[src/rtl/arinc429_pkg.sv]
// Shared types, constants and helpers for the ARINC 429 transmit path.
package arinc429_pkg;

    localparam int unsigned ARINC_WORD_W = 32;
    localparam int unsigned HS_HALF_BIT  = 120;
    localparam int unsigned LS_HALF_BIT  = 960;
    localparam int unsigned MIN_GAP_BITS = 4;

    typedef enum logic [1:0] {
        StIdle,
        StDrive,
        StNull,
        StGap
    } tx_state_e;

    // Bit 31 value that gives the full 32-bit word odd weight.
    function automatic logic odd_parity(input logic [ARINC_WORD_W-2:0] data);
        return ~^data;
    endfunction

endpackage

[src/rtl/arinc429_bit_timer.sv]
// Loadable down-counter; tc_o is high while the count sits at zero.
module arinc429_bit_timer #(
    parameter int unsigned CNT_W = 10
) (
    input  logic             clk_i,
    input  logic             rst_ni,
    input  logic             load_i,
    input  logic [CNT_W-1:0] load_val_i,
    output logic             tc_o
);

    logic [CNT_W-1:0] cnt_q;

    always_ff @(posedge clk_i or negedge rst_ni) begin
        if (!rst_ni) begin
            cnt_q <= '0;
        end else if (load_i) begin
            cnt_q <= load_val_i;
        end else if (cnt_q != '0) begin
            cnt_q <= cnt_q - 1'b1;
        end
    end

    assign tc_o = (cnt_q == '0);

endmodule

[src/rtl/arinc429_tx_encoder.sv]
// ARINC 429 transmitter: one-word holding buffer feeding a bipolar RZ serialiser.
module arinc429_tx_encoder
    import arinc429_pkg::*;
#(
    parameter int unsigned HALF_BIT_CYCLES = HS_HALF_BIT,
    parameter int unsigned GAP_BITS        = MIN_GAP_BITS,
    parameter bit          PARITY_GEN      = 1'b1
) (
    input  logic                    Clk,
    input  logic                    Clr,
    input  logic [ARINC_WORD_W-1:0] tx_data,
    input  logic                    tx_valid,
    output logic                    tx_ready,
    output logic                    High,
    output logic                    Low,
    output logic                    busy,
    output logic                    tx_done
);

    localparam int unsigned GapCycles = GAP_BITS * 2 * HALF_BIT_CYCLES;
    localparam int unsigned CntW      = $clog2(GapCycles);
    localparam logic [CntW-1:0] HalfLoad = CntW'(HALF_BIT_CYCLES - 1);
    localparam logic [CntW-1:0] GapLoad  = CntW'(GapCycles - 1);

    tx_state_e               state_q;
    logic [ARINC_WORD_W-1:0] pend_data_q;
    logic                    pend_valid_q;
    logic [ARINC_WORD_W-1:0] shreg_q;
    logic [4:0]              bit_cnt_q;
    logic                    high_q, low_q, tx_done_q;

    logic                    timer_load;
    logic [CntW-1:0]         timer_val;
    logic                    timer_tc;

    arinc429_bit_timer #(
        .CNT_W(CntW)
    ) u_bit_timer (
        .clk_i     (Clk),
        .rst_ni    (Clr),
        .load_i    (timer_load),
        .load_val_i(timer_val),
        .tc_o      (timer_tc)
    );

    always_comb begin
        timer_load = 1'b0;
        timer_val  = HalfLoad;
        unique case (state_q)
            StIdle:  timer_load = pend_valid_q;
            StDrive: timer_load = timer_tc;
            StNull: begin
                timer_load = timer_tc;
                timer_val  = (bit_cnt_q == 5'd31) ? GapLoad : HalfLoad;
            end
            StGap:   timer_load = timer_tc && pend_valid_q;
        endcase
    end

    // Line outputs follow the state by one cycle, so every phase keeps its full length.
    always_ff @(posedge Clk or negedge Clr) begin
        if (!Clr) begin
            state_q      <= StIdle;
            pend_data_q  <= '0;
            pend_valid_q <= 1'b0;
            shreg_q      <= '0;
            bit_cnt_q    <= '0;
            high_q       <= 1'b0;
            low_q        <= 1'b0;
            tx_done_q    <= 1'b0;
        end else begin
            high_q    <= (state_q == StDrive) && shreg_q[0];
            low_q     <= (state_q == StDrive) && !shreg_q[0];
            tx_done_q <= (state_q == StGap) && timer_tc;

            if (tx_valid && !pend_valid_q) begin
                pend_valid_q <= 1'b1;
                pend_data_q  <= PARITY_GEN ? {odd_parity(tx_data[30:0]), tx_data[30:0]}
                                           : tx_data;
            end

            unique case (state_q)
                StIdle: begin
                    if (pend_valid_q) begin
                        shreg_q      <= pend_data_q;
                        bit_cnt_q    <= '0;
                        pend_valid_q <= 1'b0;
                        state_q      <= StDrive;
                    end
                end
                StDrive: begin
                    if (timer_tc) state_q <= StNull;
                end
                StNull: begin
                    if (timer_tc) begin
                        shreg_q <= shreg_q >> 1;
                        if (bit_cnt_q == 5'd31) begin
                            state_q <= StGap;
                        end else begin
                            bit_cnt_q <= bit_cnt_q + 5'd1;
                            state_q   <= StDrive;
                        end
                    end
                end
                StGap: begin
                    if (timer_tc) begin
                        if (pend_valid_q) begin
                            shreg_q      <= pend_data_q;
                            bit_cnt_q    <= '0;
                            pend_valid_q <= 1'b0;
                            state_q      <= StDrive;
                        end else begin
                            state_q <= StIdle;
                        end
                    end
                end
            endcase
        end
    end

    assign tx_ready = ~pend_valid_q;
    assign busy     = (state_q != StIdle) || pend_valid_q;
    assign High     = high_q;
    assign Low      = low_q;
    assign tx_done  = tx_done_q;

endmodule

[config.mk]
export PLATFORM = sky130hd
export DESIGN_NAME = arinc429_tx_encoder
export DESIGN_NICKNAME = d
export VERILOG_FILES = /design/src/rtl/arinc429_pkg.sv /design/src/rtl/arinc429_bit_timer.sv /design/src/rtl/arinc429_tx_encoder.sv
export SDC_FILE = /design/constraint.sdc
export NUM_CORES = 1
export LEC_CHECK = 0
export CAP_MARGIN = 10
export CORE_UTILIZATION = 45
export CTS_CLUSTER_DIAMETER = 120
export DETAILED_ROUTE_END_ITERATION = 8
export PLACE_DENSITY = 0.65
export SYNTH_ARGS = -nofsm -noshare
export SYNTH_HDL_FRONTEND = slang
export SYNTH_SLANG_ARGS = --single-unit
[constraint.sdc]
create_clock -name Clk -period 3.9 [get_ports Clk]
set_input_delay 0.39 -clock Clk [delete_from_list [all_inputs] [get_ports Clk]]
set_output_delay 0.39 -clock Clk [all_outputs]
set_load 0.005 [all_outputs]
* After elaboration in Yosys (flattened, before gate mapping)
Index checks and enable logic that the tools add are counted.
** Operators by class
- Bitwise gates (word level) :: 1
- Eq/ne operators :: 9
- Muxes and demuxes :: 25
- $add $sub $neg :: 2
- Reductions and logical operators :: 19
** Operator list (number)
- 32-bit 2-to-1 mux :: 3
- 32-bit case mux with 3 select lines :: 1
- 10-bit 2-to-1 mux :: 4
- 31-bit XNOR reduction :: 1
- 5-bit 2-to-1 mux :: 4
- 5-bit case mux with 3 select lines :: 1
- 10-bit logical NOT :: 1
- 2-bit 2-to-1 mux :: 5
- 2-bit inequality test, second input constant :: 5
- 10-bit nonzero test :: 1
- 10-bit by 1-bit subtractor with 10-bit output, second input constant :: 1
- 2-bit case mux with 4 select lines :: 1
- 4-bit AND reduction :: 2
- 5-bit by 1-bit adder with 5-bit output, second input constant :: 1
- 5-bit == test, second input constant :: 1
- 1-bit logical AND :: 5
- 2-bit == test, second input constant :: 2
- 1-bit 2-to-1 mux :: 4
- 2-bit nonzero test :: 2
- 1-bit case mux with 3 select lines :: 1
- 3-bit AND reduction :: 1
- 3-bit nonzero test :: 1
- 2-bit by 1-bit == test with 1-bit output, second input constant :: 1
- 1-bit logical NOT :: 2
- 5 further kinds :: 5
** Word-level totals
- Flip-flop bits (word level) :: 85
- Output and inout port bits :: 5
- Input port bits :: 35

* Longest topological paths before layout
Gate-level depths: netlist of run 1.
- Depth in word-level cells :: 6
- Gate-level depth with buffers :: 9
- Depth with buffers taken out :: 8

* Hierarchy
Synthesis of run 1 repeated with hierarchy kept, for this count alone.
** Second synthesis, totals
- Cell total of the unflattened synthesis :: 374
- Area total of the unflattened synthesis :: 4184.0 µm²
** Modules (own cells, without submodules)
- arinc429_tx_encoder :: area each 3589.7 µm², instances 1, cells each 307
- arinc429_bit_timer :: area each 594.3 µm², instances 1, cells each 67

* Worst setup path before layout of run 1
No wires, ideal clock.
- Path kind :: register -> register
- Start :: register u_bit_timer.cnt_q[0]
- End :: register shreg_q[10]
- Path buffers :: 2
- Setup slack :: 1.274 ns
- Period minus slack after synthesis :: 2.626 ns
- Setup time :: 0.125 ns
- Stages on the path, launching flop included :: 10
- Arrival :: 2.502 ns
- Cells stage by stage :: dfrtp_1 > inv_1 > ha_1 > or3b_2 > clkbuf_1 > nor4_4 > nor2_2 > nor3_4 > buf_6 > mux2_2
** Between the ends
- Word-level cells in the longest chain between the ends :: 3
- Elaborated cells between the ends (all ways) :: 4
- Those cells by class :: 2 x eq/ne; 2 x reduce/logical
** RTL lines
- from (decl) :: RTL line arinc429_bit_timer.sv:12 : logic [CNT_W-1:0] cnt_q;
- from (signal assigned) :: RTL line arinc429_bit_timer.sv:18 : cnt_q <= load_val_i;
- from (signal assigned) :: RTL line arinc429_bit_timer.sv:20 : cnt_q <= cnt_q - 1'b1;
- 10-bit logical NOT (*) :: RTL line arinc429_bit_timer.sv:24 : assign tc_o = (cnt_q == '0);
- 2-bit inequality test (no source line)
- 3-bit AND reduction (no source line) (*)
- to (signal assigned) :: RTL line arinc429_tx_encoder.sv:85 : shreg_q <= pend_data_q;
- to (signal assigned) :: RTL line arinc429_tx_encoder.sv:96 : shreg_q <= shreg_q >> 1;
- to (signal assigned) :: RTL line arinc429_tx_encoder.sv:108 : shreg_q <= pend_data_q;
- to (decl) :: RTL line arinc429_tx_encoder.sv:28 : logic [ARINC_WORD_W-1:0] shreg_q;
Mark *: on every way between the ends. The rest lies on a longest branch, timed or not.
A chain may end at the register's enable or synchronous reset.

* Final worst setup path of run 1
- Start :: register u_bit_timer.cnt_q[0]
- End :: register shreg_q[1]
Same word-level chain as after synthesis.

==> results.cfg, run 1 <==
[die]
io_pins = 40
start_util = 0.474
core_region_area_um2 = 8890
dieArea_um2 = 9750
rows = 34
die_h_um = 98.8
die_w_um = 98.8

[synthesis]
synth_cells = 325
synth-seq-area-share = 0.505
synthFlopType = dfrtp_1
synth-seq-cells = 85
netlist_area_um2 = 4210
async_reset_ff_frac = 1.00
ys_types = 37
synth_edf_count = 0
synth_nets = 368
avgSynthCellArea_um2 = 13.0
yosysWarnings = 0

[global_route]
antenna_found_initial = 0
grt_first_pass_wirelength_um = 13100
grt_start_max_net_pins = 66
grt_use_total = 0.174
grt_pass1_vias = 2708
grt_overflow = 0

[power_and_ir_drop]
p_int_mw = 2.55
sw_frac_of_total = 0.317
combPwrFrac = 0.415
p_per_area_nw_per_um2 = 765
seqPwrFrac = 0.413
p_leak_nw = 2.04
power.share.clock = 0.173
p_switching_mw = 1.19
peakVddDrop_mv = 0.281

[finish]
fin_nets = 407
diodes = 0
multi_input_area_um2 = 1980
fin_cells = 477
area_delta_synth_final_pct = 16.1
layout_commonest_cell = mux2_2
fin_util = 0.550
post_route_cells_drive_above_1_share = 0.322
regArea_um2 = 2130
fill_cells = 777
final_cell_mix = 93 x mux2_2, 85 x dfrtp_1, 37 x clkdlybuf4s50_1, 26 x xnor2_1, 21 x nand2_1

[clock_tree]
clkTransAtPathRegs_ps = 90
cts_made_buffers = 9
clock-root-buffer = clkbuf_8
cts_hold_buf = 0
cts.sinks = 85
clock_path_buffers = 2
cts_max_level = 3
cts_resized = 0
cts_tree = yes
clk-insertion-delay-late_ps = 360
cts_setup_buffers = 0

[route]
post-route-drc-count = 0
ant_nets = 0
wire_per_inst_um = 15.6
finalWirelength_um = 7420
detail_route.first_pass.iterations = 4
num_vias = 2550
dr.first_iter.drc_count = 40
vias_per_cell = 5.35

[sta]
finalSetupTns_ps = 0
skew_ps = 9.47
tightest_slew_ps = 847
timing.final.crit_share = 0.692
period_minus_slack_ps = 2700
fmax_mhz = 371
rsz0062_at_grt = no
setup_violations = 0
maxSlewHeadroom = 0.436
hold_ws_ps = 114
finalMaxSlewViolations = 0
layout_setup_ws_ps = 1200
hold_viol_final = 0

[setup_path]
critPathLaunchType = flop
crit_fanout = 32
crit_required_ps = 4140
worstPathArrival_ps = 2930
cp-end-kind = flop
path_class = reg -> reg

[placement]
portBuffers = 38
placedCellCount = 461
hpwl_um = 5000
post-place-ws_ps = 1210
gp_congestion = 0.788

[job]
maxCapViolCount = 0

[min_path]
hold_path.class = in -> async

[run_status]
status = finished clean
## cells in the mapped netlist, drive strengths merged, types with 3 or more instances
master  count  area share
or4         4      0.0080
nor2b       5      0.0074
a31oi       3      0.0045
clkbuf     12       0.011
o22ai       3      0.0045
o31ai       3      0.0053
mux2       94        0.25
o21ai       7      0.0083
xnor3       4       0.021
buf         3      0.0080
dfrtp      85        0.50
nor3        5      0.0086
xnor2      26       0.054
inv         9      0.0080
ha          8       0.024
nand2      21       0.019
nor2        7      0.0068
a21oi       5      0.0059
## cells by family (layout without fill, tap and decap cells)
logic type	count (synthesis)	after routing	synth area share
buffers and inverters	24	68	0.0267
adders and majority gates	8	8	0.0238
xor gates and xnor gates	32	32	0.0796
and+or+nand+nor	55	55	0.0728
DFF	85	85	0.505
muxes	95	95	0.254
AOI/OAI and AO/OA	26	26	0.0386
## power by group through the flow
stage	registers (mW)	clock network, mW	logic, mW
6_report	1.54	0.646	1.55
5_1_grt	1.61	0.703	1.71
4_1_cts	1.54	0.665	1.57
3_3_place_gp	1.54	0	1.52
2_1_floorplan	1.48	0	1.31
3_5_place_dp	1.56	0	1.56
## registers in the layout (all words and copies together), names as in the netlist
name / cells
bit_cnt_q: 5
High: 1
state_q: 2
pend_valid_q: 1
shreg_q: 32
tx_done: 1
pend_data_q: 32
u_bit_timer.cnt_q: 10
Low: 1
## worst max-delay path, stage by stage (launching register included)
cell     delay [ps]
dfrtp_1         410
inv_1            90
ha_1            190
or3b_2          560
nor4_4          240
nor2_2          130
nor3_4          160
buf_4           390
mux2_2          390
## area by class of cell
| cell class | count | area share |
|---|---|---|
| repair buffers | 43 | 0.0850 |
| flip-flops and latches | 85 | 0.435 |
| well taps | 108 | 0.0276 |
| clock inverters | 3 | 0.00896 |
| multi-input cells | 216 | 0.404 |
| inverters | 9 | 0.00691 |
| clock buffers | 13 | 0.0325 |
## metrics by stage
| step | power [mW] | instance area [µm²] |
|---|---|---|
| after floorplan | 2.78 | 4210 |
| after global placement | 3.06 | 4690 |
| after detailed placement | 3.13 | 4690 |
| after CTS | 3.78 | 4890 |
| after global routing | 4.02 | 4890 |
| final | 3.74 | 4890 |
## final timing paths
kind	startpoint	to	slack [ps]	depth (start not counted)
min in group Clk	shreg_q[0]$_DFFE_PN0P_	Low$_DFF_PN0_	480	1
worst max-delay path	u_bit_timer.cnt_q[0]$_DFFE_PN0P_	shreg_q[1]$_DFFE_PN0P_	1200	8
worst max register to register	u_bit_timer.cnt_q[0]$_DFFE_PN0P_	shreg_q[1]$_DFFE_PN0P_	1200	8
max in group asynchronous	Clr	shreg_q[0]$_DFFE_PN0P_	2950	2
worst min register to register	shreg_q[0]$_DFFE_PN0P_	Low$_DFF_PN0_	480	1
worst min-delay path	Clr	pend_data_q[26]$_DFFE_PN0P_	110	1
## routing by layer
layer,vias to the layer above,GRT usage,wire [µm]
met1,1297,0.234,3590
li1,1212,-,-
met4,0,0.0620,119
met3,8,0.0404,201
met5,-,0,0
met2,33,0.277,3510
Note: power is estimated with default switching activity, not from simulation.
==> run 2: changes to the inputs <==
Clock period 3.9 ns to 2.6 ns, I/O delays scaled along.
==> results.cfg, run 2 (synthesis gave the netlist of run 1 again) <==
[clock_tree]
clkTransAtPathRegs_ps = 90
clock_path_buffers = 2
cts_max_level = 3
cts_tree = yes
cts_made_buffers = 9
cts_resized = 0
clock-root-buffer = clkbuf_8
clk-insertion-delay-late_ps = 350
cts.sinks = 85
cts_setup_buffers = 0

[placement]
hpwl_um = 4710
gp_congestion = 0.740
portBuffers = 38

[sta]
fmax_mhz = 414
finalSetupTns_ps = 0
hold_viol_final = 0
timing.final.crit_share = 0.928
skew_ps = 11.3
setup_violations = 0
maxSlewHeadroom = 0.457
rsz0062_at_grt = no
tightest_slew_ps = 814
period_minus_slack_ps = 2410
hold_ws_ps = 287
finalMaxSlewViolations = 0

[route]
ant_nets = 0
vias_per_cell = 5.27
detail_route.first_pass.iterations = 4
finalWirelength_um = 7080
wire_per_inst_um = 14.7
post-route-drc-count = 0
dr.first_iter.drc_count = 73
num_vias = 2531

[global_route]
use_met3 = 0.0255
antenna_found_initial = 0
grt_overflow = 0
grt_use_total = 0.163
top_usage_layer = met2
grt_first_pass_wirelength_um = 12600
grt_start_max_net_pins = 75
grt_pass1_vias = 2619
met2_usage = 0.264
met1_usage = 0.219

[finish]
area_delta_synth_final_pct = 17.1
fill_cells = 764
largestRegisters = pend_data_q (32), shreg_q (32), u_bit_timer.cnt_q (10)
post_route_cells_drive_above_1_share = 0.333
fin_nets = 410
diodes = 0
layout_commonest_cell = mux2_2
fin_util = 0.555
final_cell_mix = 93 x mux2_2, 85 x dfrtp_1, 37 x clkdlybuf4s50_1, 26 x xnor2_1, 21 x nand2_1

[setup_path]
r2r_start = u_bit_timer.cnt_q[1]$_DFFE_PN0P_
r2r_cells = 8
crit_required_ps = 2830
cp-end-kind = flop
startpoint = u_bit_timer.cnt_q[1]$_DFFE_PN0P_
critPathLaunchType = flop
critPathCapture = shreg_q[10]$_DFFE_PN0P_
r2r_end = shreg_q[10]$_DFFE_PN0P_
crit_fanout = 32
worstPathArrival_ps = 2640
path_class = reg -> reg
reg2reg_slack_ps = 190

[power_and_ir_drop]
p_leak_nw = 2.03
p_per_area_nw_per_um2 = 1120
peakVddDrop_mv = 0.496

[die]
rows = 34
dieArea_um2 = 9750
core_region_area_um2 = 8890
die_h_um = 98.8
io_pins = 40
start_util = 0.474
die_w_um = 98.8

[min_path]
hold_path.class = in -> async

[job]
maxCapViolCount = 0

[run_status]
status = finished clean
[run 2: through the flow]
step	setup slack, ps	cell area (µm²)	power [mW]	cells
finish	187	4930	5.51	480
global route	56.4	4930	5.93	480
CTS	169	4930	5.60	480
detailed placement	191	4750	4.76	463
global placement	198	4750	4.66	463
floorplan	22.6	4240	4.20	325
[run 2: cell type report]
class	count	area (µm²)	share of cell area
multi-input combinational	216	1990	0.404
inverter	9	33.8	0.00685
tap	108	135	0.0274
timing repair buffer	46	478	0.0969
clock buffer	10	128	0.0259
sequential	85	2130	0.431
clock inverter	6	40.0	0.00812
[run 2: power by group]
part | internal, mW | total [mW] | switching [mW]
sequential | 1.95 | 2.30 | 0.345
clock | 0.344 | 0.817 | 0.473
combinational | 1.45 | 2.40 | 0.947
[run 2: timing repair]
| action | 4_1_cts | 5_1_grt |
|---|---|---|
| endpoints found under the setup margin | 0 | 0 |
| hold endpoints to repair | 11 | 0 |
| hold buffers | 1 | 0 |
[run 2: worst max-delay path: stages, from the launching register on]
cell and delay, ps:
dfrtp_1 410, inv_1 100, ha_4 130, or3b_4 420
nor4_4 280, nor2_2 120, nor3_4 230, buf_12 230
mux2_2 360
[run 2: routing by layer]
metal,vias up,share of wire
met5,-,0
met4,0,0.018
met3,11,0.019
met2,36,0.47
met1,1252,0.49
li1,1232,-
[run 2: worst min-delay path by stage]
stage,startpoint,to,slack (ps),cells after the start
after floorplan,Clr,High$_DFF_PN0_,-40,0
after global placement,Clr,u_bit_timer.cnt_q[5]$_DFFE_PN0P_,120,1
after detailed placement,Clr,u_bit_timer.cnt_q[5]$_DFFE_PN0P_,120,1
after CTS,Clr,state_q[0]$_DFFE_PN0P_,280,2
after global routing,Clr,state_q[0]$_DFFE_PN0P_,290,2
final,Clr,Low$_DFF_PN0_,290,2
==> run 3: changes to the inputs <==
Settings changed: ABC_AREA set to 1, PLACE_DENSITY 0.65 to unset, PLACE_DENSITY_LB_ADDON set to 0.3, SKIP_CTS_REPAIR_TIMING set to 1.
==> results.cfg, run 3 <==
[sta]
finalSetupTns_ps = 0
rsz0062_at_grt = no
setup_violations = 0
maxSlewHeadroom = 0.594
tightest_slew_ps = 610
finalMaxSlewViolations = 0
period_minus_slack_ps = 2260
hold_viol_final = 0
fmax_mhz = 443
skew_ps = 11.5
hold_ws_ps = 444
timing.final.crit_share = 0.868
layout_setup_ws_ps = 342

[finish]
post_route_cells_drive_above_1_share = 0.0560
area_delta_synth_final_pct = 15.3
fin_nets = 663
layout_commonest_cell = nand2_1
diodes = 0
largestRegisters = pend_data_q (32), shreg_q (32), u_bit_timer.cnt_q (10)
stdcell_area_um2 = 5230
fin_cells = 758
multi_input_area_um2 = 2120
regArea_um2 = 2130
final_cell_mix = 240 x nand2_1, 85 x dfrtp_1, 54 x inv_1, 37 x o21ai_0, 37 x clkdlybuf4s50_1
fill_cells = 910
fin_util = 0.535

[setup_path]
crit_required_ps = 2340
cpMostUsedCell = inv_1
path_cells = inv_1 > ha_1 > inv_1 > nor2_1 > inv_1 > clkdlybuf4s50_1
crit_slowest_cell = clkdlybuf4s50_1
slowest_delay_ps = 530
cp-end-kind = primary output
critPathLaunchType = flop
worstPathArrival_ps = 2000
crit_fanout = 8
path_class = reg -> out

[synthesis]
yosysWarnings = 0
synth_nets = 623
synth.most_common_cell = nand2_1
netlist_top_cells_area = dfrtp_1 47%, nand2_1 20%, mux2i_1 6.8%, inv_1 4.5%, o21ai_0 4.1%
synth-seq-cells = 85
synth_cells = 580
synth_top_cell_area_share = 0.469
ys_types = 27
netlist_area_um2 = 4540
synth_edf_count = 0
yosys-top-cells-count = 240 x nand2_1, 85 x dfrtp_1, 54 x inv_1
async_reset_ff_frac = 1.00
avgSynthCellArea_um2 = 7.82
synth-seq-area-share = 0.469
yosys.area.top_type = dfrtp_1
synthFlopType = dfrtp_1

[min_path]
hold_path.class = in -> async

[die]
io_pins = 40
core_region_area_um2 = 9770
die_h_um = 102
die_w_um = 102
dieArea_um2 = 10500
start_util = 0.464
rows = 36

[clock_tree]
clock_path_buffers = 2
clk-insertion-delay-late_ps = 350
cts_made_buffers = 9
clock-root-buffer = clkbuf_8
cts_max_level = 3
cts.sinks = 85
cts_tree = yes
clkTransAtPathRegs_ps = 80

[global_route]
antenna_found_initial = 0
grt_overflow = 0
grt_first_pass_wirelength_um = 14600
grt_use_total = 0.178
grt_pass1_vias = 3454
grt_start_max_net_pins = 65

[route]
dr.first_iter.drc_count = 101
post-route-drc-count = 0
detail_route.first_pass.iterations = 4
wire_per_inst_um = 11.0
vias_per_cell = 4.82
finalWirelength_um = 8350
ant_nets = 0
num_vias = 3650

[power_and_ir_drop]
power_mw = 5.04
p_leak_nw = 2.65
p_per_area_nw_per_um2 = 964
peakVddDrop_mv = 0.616

[placement]
hpwl_um = 6130
gp_congestion = 0.787
placedCellCount = 741
dpl_cell_area_um2 = 5050
post-place-ws_ps = 538
portBuffers = 38

[run_status]
status = finished clean

[job]
maxCapViolCount = 0
-- run 3: cell types whose count changed after synthesis, sizes merged, moves of 6 or more --
cell,delta
buf,+7
nand2,+225
a21oi,+6
clkbuf,-6
inv,+48
mux2i,+30
xnor2,-23
nand3,+12
mux2,-94
nor2,+14
o21ai,+66
-- run 3: worst max-delay path: cells and delay by family, from the launching register on --
family / cells / cell delay [ps]
simple gates: 1 / 60
fa+ha+maj: 1 / 220
buf+inv: 4 / 900
flops: 1 / 480
-- run 3: cell type report --
class	count	share of cell area
Inverter	58	0.0418
Multi-Input combinational cell	421	0.404
Clock inverter	1	0.000956
Timing Repair Buffer	45	0.0827
Sequential cell	85	0.407
Clock buffer	15	0.0318
Tap cell	133	0.0318
-- run 3: final timing paths --
kind	from	endpoint	slack, ps	depth (start not counted)
max	state_q[0]$_DFFE_PN0P_	busy	340	6
min	Clr	u_bit_timer.cnt_q[6]$_DFFE_PN0P_	440	2
max reg2reg	state_q[0]$_DFFE_PN0P_	shreg_q[15]$_DFFE_PN0P_	530	7
min reg2reg	pend_data_q[25]$_DFFE_PN0P_	pend_data_q[25]$_DFFE_PN0P_	480	2
max in group asynchronous	Clr	pend_data_q[13]$_DFFE_PN0P_	1520	3
min in group Clk	pend_data_q[25]$_DFFE_PN0P_	pend_data_q[25]$_DFFE_PN0P_	480	2
-- run 3: kinds of logic (layout without fill, tap and decap cells) --
logic type                 Yosys count  in the layout  share of synthesized area
buffers and inverters               74            119                     0.0654
adders and majority gates            8              8                     0.0221
muxes                               31             31                     0.0684
DFF                                 85             85                      0.469
and+or+nand+nor                    284            284                      0.251
xor gates and xnor gates             9              9                     0.0174
AOI/OAI and AO/OA                   89             89                      0.107
-- run 3: per-layer routing --
metal	GRT usage	routed length, µm
met1	0.217	3930
met2	0.309	4100
met3	0.0410	242
met4	0.0593	81
met5	0	0
-- run 3: where the power goes --
| group | internal [mW] | switching, mW | total [mW] | leakage [nW] |
|---|---|---|---|---|
| clock network | 0.400 | 0.420 | 0.821 | 0.0877 |
| registers | 1.88 | 0.316 | 2.19 | 1.06 |
| logic | 0.800 | 1.23 | 2.03 | 1.50 |
